==> config.mk <==
export PLATFORM = sky130hd
export DESIGN_NAME = mem_wb_stage
export DESIGN_NICKNAME = d
export VERILOG_FILES = /design/src/rtl/mem_wb_stage.sv
export SDC_FILE = /design/constraint.sdc
export NUM_CORES = 1
export LEC_CHECK = 0
export ABC_AREA = 1
export CORE_AREA = 2 2 96 98
export CTS_BUF_LIST = sky130_fd_sc_hd__clkbuf_16
export DETAILED_ROUTE_END_ITERATION = 8
export DIE_AREA = 0 0 98 100
export GPL_ROUTABILITY_DRIVEN = 0
export HOLD_SLACK_MARGIN = 0.15
export PLACE_DENSITY = 0.8
export SETUP_SLACK_MARGIN = 0.05
export SKIP_CTS_REPAIR_TIMING = 1
export SYNTH_ARGS = -nofsm -noshare
export SYNTH_HDL_FRONTEND = slang
export SYNTH_SLANG_ARGS = --single-unit
export TNS_END_PERCENT = 5
==> constraint.sdc <==
create_clock -name clk -period 1.7 [get_ports clk]
set_clock_uncertainty 0.05 [all_clocks]
set_input_delay 0.17 -clock clk [delete_from_list [all_inputs] [get_ports clk]]
set_output_delay 0.17 -clock clk [all_outputs]
set_load 0.005 [all_outputs]
==> src/rtl/mem_wb_stage.sv <==
// mem_wb_stage: data-memory access with req/ack handshake, timeout recovery and MEM/WB register
module mem_wb_stage #(
  parameter int TIMEOUT = 15
) (
  input  logic        clk,
  input  logic        reset,
  input  logic        reg_write_M,
  input  logic        mem_to_reg_M,
  input  logic        mem_write_M,
  input  logic [31:0] alu_out_M,
  input  logic [31:0] write_data_M,
  input  logic [4:0]  write_reg_M,
  input  logic [4:0]  addressP1_M,
  input  logic        jump_M,
  output logic        dmem_req,
  output logic        dmem_we,
  output logic [31:0] dmem_addr,
  output logic [31:0] dmem_wdata,
  input  logic [31:0] dmem_rdata,
  input  logic        dmem_ack,
  output logic        stall_M,
  output logic        reg_write_W,
  output logic [4:0]  write_reg_W,
  output logic [31:0] result_W,
  output logic        dmem_err
);
  localparam logic [0:0] S_IDLE = 1'b0;
  localparam logic [0:0] S_WAIT = 1'b1;
  logic [0:0]  r_state;
  logic [7:0]  r_cnt;
  logic        r_err;
  logic        r_reg_write;
  logic [4:0]  r_write_reg;
  logic [31:0] r_result;
  logic        w_memop;
  logic        w_load;
  logic        w_timeout;
  logic        w_bubble;
  logic [31:0] w_result;
  assign w_memop    = mem_to_reg_M | mem_write_M;
  assign dmem_req   = w_memop & ~reset;
  assign dmem_we    = mem_write_M;
  assign dmem_addr  = alu_out_M;
  assign dmem_wdata = write_data_M;
  assign stall_M    = dmem_req & ~dmem_ack;
  assign w_timeout  = (r_state == S_WAIT) & stall_M & (r_cnt == 8'(TIMEOUT));
  // the forced-completion cycle still shows stall but commits the instruction
  assign w_bubble   = stall_M & ~w_timeout;
  assign w_load     = mem_to_reg_M & ~mem_write_M;
  assign w_result   = jump_M ? {27'b0, addressP1_M} :
                      w_load ? (w_timeout ? 32'b0 : dmem_rdata) : alu_out_M;
  always_ff @(posedge clk or posedge reset) begin
    if (reset) begin
      r_state <= S_IDLE;
      r_cnt   <= '0;
      r_err   <= 1'b0;
    end else begin
      if (r_state == S_IDLE) begin
        if (w_memop & ~dmem_ack) begin
          r_state <= S_WAIT;
          r_cnt   <= 8'd1;
        end
      end else if (~w_memop | dmem_ack | w_timeout) begin
        r_state <= S_IDLE;
        r_cnt   <= '0;
      end else begin
        r_cnt <= r_cnt + 8'd1;
      end
      if (w_timeout) r_err <= 1'b1;
    end
  end
  always_ff @(posedge clk or posedge reset) begin
    if (reset) begin
      r_reg_write <= 1'b0;
      r_write_reg <= '0;
      r_result    <= '0;
    end else begin
      r_reg_write <= w_bubble ? 1'b0 : reg_write_M & (write_reg_M != 5'd0);
      r_write_reg <= w_bubble ? 5'd0 : write_reg_M;
      r_result    <= w_bubble ? 32'd0 : w_result;
    end
  end
  assign reg_write_W = r_reg_write;
  assign write_reg_W = r_write_reg;
  assign result_W    = r_result;
  assign dmem_err    = r_err;
endmodule

== Word-level counts from Yosys, hierarchy flattened ==
Index checks and enable logic that the tools add are counted.
Word-level totals
  register bits after elaboration: 48
  input port bits: 113
  output and inout bits: 106
  logic and storage cells: 38
Cells by class
  add/sub/neg operators: 1
  eq/ne operators: 1
  mux-type cells: 12
  bitwise logic cells: 16
  reduce and logical (&&, ||, !) cells: 2
Operators by type and width (count)
  $mux 32: 4
  $mux 8: 3
  $add 8x1->8 const B: 1
  $and 1x1->1: 8
  $eq 8x4->1 const B: 1
  $mux 5: 1
  $not 1->1: 5
  $reduce_bool 5->1: 1
  $mux 1: 4
  $or 1x1->1: 3
  $reduce_bool 2->1: 1

== Depth between registers and ports, before layout ==
  word-level depth: 9
  mapped depth: 8
  mapped depth without buffers: 8

== Worst setup path after synthesis ==
Ideal clock, no wire load.
  path kind: flip-flop to flip-flop
  from: reg r_cnt[0]
  to: reg r_result[11] (netlist: result_W[11])
  arrival time: 1.258 ns
  data required time: 1.531 ns
  setup slack: 0.273 ns
  cell stages (with the launch flop): 9
  buffers on the path: 2
  period minus slack after synthesis: 1.427 ns
  cells stage by stage: dfrtp_1 -> ha_1 -> nand2_1 -> nor2_4 -> nand3_2 -> buf_6 -> buf_6 -> nand2_1 -> a21oi_2
On the way
  longest elaborated chain between the ends: 6
  elaborated cells between the ends (all ways): 8
RTL lines
  start: declaration: line 30  | logic [7:0] r_cnt;
  start signal: assignment: line 67  | r_cnt <= r_cnt + 8'd1;
  $eq 8x4->1 (*): line 46  | assign w_timeout = (r_state == S_WAIT) & stall_M & (r_cnt == 8'(TIMEOUT));
  $and 1x1->1 (*): line 46
  $mux 32 (2 in a row): line 51  | w_load ? (w_timeout ? 32'b0 : dmem_rdata) : alu_out_M;
  $mux 32: line 50  | assign w_result = jump_M ? {27'b0, addressP1_M} :
  $mux 32 (*): line 80  | r_result <= w_bubble ? 32'd0 : w_result;
  end signal: assignment: line 80
  end: declaration: line 34  | logic [31:0] r_result;
Mark *: on every way between the ends. The rest lies on a longest branch, timed or not.
A chain may end at the register's enable or synchronous reset.

== Worst setup path in the final report ==
  from: in reset
  to: out stall_M
On the way
  longest elaborated chain between the ends: 3
RTL lines
  start: declaration: line 6  | input logic reset,
  $not 1->1: line 41  | assign dmem_req = w_memop & ~reset;
  $and 1x1->1: line 41
  $and 1x1->1: line 45  | assign stall_M = dmem_req & ~dmem_ack;
  end: declaration: line 21  | output logic stall_M,
No other way between the ends.

==> flow_summary.ini <==
[final_layout]
final_nets = 589
layout.cells.non_filler = 586
final_layout_size_suffix_gt1_share_pct = 11.37
final_common_cell = clkdlybuf4s50_1
num_antenna_cells = 0
area_growth_pct = 46.67
final_cell_mix = 152 x clkdlybuf4s50_1, 89 x nand2_1, 48 x dfrtp_1

[worst_setup_path]
endpoint_kind = output pin
cp_cell_sequence = clkdlybuf4s50_1, nor2_8, clkdlybuf4s50_1
reg2reg_slack_ns = 0.10
cpPeakStageDelay_ns = 0.54
required_ns = 1.48
worst_path_max_delay_cell = clkdlybuf4s50_1
ff2ff_path_depth = 7
cp_common_cell = clkdlybuf4s50_1
r2r-start = r_cnt[0]
critPathLaunchType = input port
cp.arrival_ns = 1.43
criticalPathCategory = input port to output pin
worstPathMaxFanout = 4
r2r-end = result_W[17]

[grt]
use_met3_pct = 5.292
grt_pass1_vias = 2689
busiest_layer = met2
globalRouteOverflowTotal = 0
antenna_found_initial = 0
grt_pass1_wl_mm = 13.02
use_met1_pct = 16.69
use_met2_pct = 33.93
gr-usage-all-layers_pct = 16.84
grt_max_degree = 51

[floorplan]
start_util_pct = 33.78
top_level_ports = 219
row_count = 35
die_h_um = 100
coreArea_um2 = 8890
die_area_um2 = 9800
die_x_um = 98

[routing]
drt_iter0_drc = 63
drtPass1Iterations = 4
num_vias = 2609
viasPerCell = 4.452
wl_per_cell_um = 14.37
final_antenna_net_count = 0
drt-total-wl_mm = 8.422
drc = 0

[timing]
fin_crit_ns = 1.655
hold_viol = 0
finalCritPeriodShare_pct = 97.33
relSlewSlack_pct = 81.40
fin_setup_tns_ns = 0
drv_slew = 0
setup_violations = 0
worst_slew_pin_slew_ns = 0.2764
max_freq_mhz = 604.4
rsz0062_at_grt = yes

[worst_hold_path]
hold-path-endpoint = dmem_wdata[9]
min_path_type = input port to output pin
min_from = write_data_M[9]
whs_path_depth = 0

[synthesis]
synth.top_cells.by_area = dfrtp_1 40%, buf_4 16%, nand2_1 11%, a21oi_2 5.8%, inv_1 5.8%
syn-cell-area_um2 = 3003
syn_nets = 491
synth_top_cell_by_area = dfrtp_1
yosysWarningCount = 0
synthDistinctLibCells = 28
syn_inst = 377
syn_avg_cell_area_um2 = 7.965
ys_seq_area_share_pct = 40.00
ys_seq_elements = 48
netlist.area_leader.share_pct = 40.00

[placed_design]
dp_hpwl_mm = 6.930
place_inst = 579
io_buffers = 154

[power_and_ir_drop]
powerDensity_nw_per_um2 = 656.9
power_frac_seq_pct = 42.9
net-switching-power_uw = 711.3
p_total_mw = 2.893
irDropWorstVdd_mv = 0.3485
switching_share_pct = 24.59
pwr-share-clk_pct = 32.2
p_int_mw = 2.182
leakage_nw = 2.081
p_comb_share_pct = 24.9

[clock_tree]
insertion_delay_ns = 0.28
cts_buffers = 5
root_buffer = clkbuf_16
tritoncts = built
clockBufferDepth = 2
h-tree-depth = 2
clock_sinks = 48

[flow_run]
maxCapViolCount = 0

[status]
outcome = complete, no violations
power by group through the flow:
stage          Combinational (mW)  Clock (mW)  Sequential (mW)
6_report                    0.720       0.932             1.24
3_3_place_gp                0.716           0             1.26
2_1_floorplan               0.344           0             1.27
3_5_place_dp                0.728           0             1.26
4_1_cts                     0.732       0.955             1.24
5_1_grt                     0.784       0.991             1.25
per-stage QoR:
| stage | hold WS [ns] | cell area, um2 | worst slack (ns) | utilization (%) |
|---|---|---|---|---|
| global placement | 0.2900 | 4267 | 0.01307 | 47.99 |
| global route | 0.2900 | 4404 | 0.004441 | 49.54 |
| CTS | 0.2900 | 4399 | -0.01068 | 49.49 |
| detailed placement | 0.2900 | 4267 | -0.01062 | 47.99 |
| finish | 0.2900 | 4404 | 0.04546 | 49.54 |
| floorplan | 0.2377 | 3003 | 0.2734 | - |
cells by family after synthesis:
logic type	after synthesis	synth area share, %
compound gates	50	11.79
xor+xnor	3	0.8752
fa+ha+maj	1	0.4166
buf+inv	123	24.87
flops	48	40.00
simple gates	152	22.04
metal layers:
metal | up-vias | part of all wire [%] | wire length, um
li1 | 1278 | - | -
met1 | 1218 | 34 | 2863
met2 | 106 | 58 | 4876
met3 | 7 | 7.0 | 586
met4 | 0 | 1.1 | 95
met5 | - | 0 | 0
Yosys cell counts:
cell type,count
a21oi_1,19
nor4_1,1
xor2_1,1
nor2_8,1
nand3_1,5
buf_1,1
or2_2,5
nor2_1,40
nand2_4,3
a21oi_2,20
or2_1,1
buf_2,3
clkbuf_1,3
inv_1,46
a21boi_0,4
o21a_1,1
o21ai_0,4
buf_6,5
nand2_1,90
nand4_1,3
buf_4,65
xnor2_1,2
nor2_4,2
o21bai_4,1
dfrtp_1,48
o21bai_1,1
nand3_2,1
ha_1,1
worst max path at each step:
| stage | end | slack [ns] | from |
|---|---|---|---|
| 2_1_floorplan | result_W[11] | 0.27 | r_cnt[0] |
| 3_3_place_gp | stall_M | 0.01 | mem_write_M |
| 3_5_place_dp | stall_M | -0.01 | mem_write_M |
| 4_1_cts | stall_M | -0.01 | mem_write_M |
| 5_1_grt | result_W[17] | 0.004 | r_cnt[0] |
| 6_report | stall_M | 0.05 | reset |
worst max-delay path: cells and delay by family:
kind                   cells  cell delay [ns]
and+or+nand+nor            1             0.20
buffers and inverters      2             1.06
flip-flops by register name, summed over array words and instances (netlist names):
signal,count
result_W,32
r_cnt,8
write_reg_W,5
dmem_err,1
r_state,1
reg_write_W,1
layout make-up:
class	instances	area [um2]
clock buffer	5	125.1
clock inverter	2	7.507
fill	818	4486
inverter	46	172.7
multi-input combinational	206	1057
sequential	48	1201
tap	111	138.9
timing repair buffer	168	1702
Power figures use the tool's default switching activity.
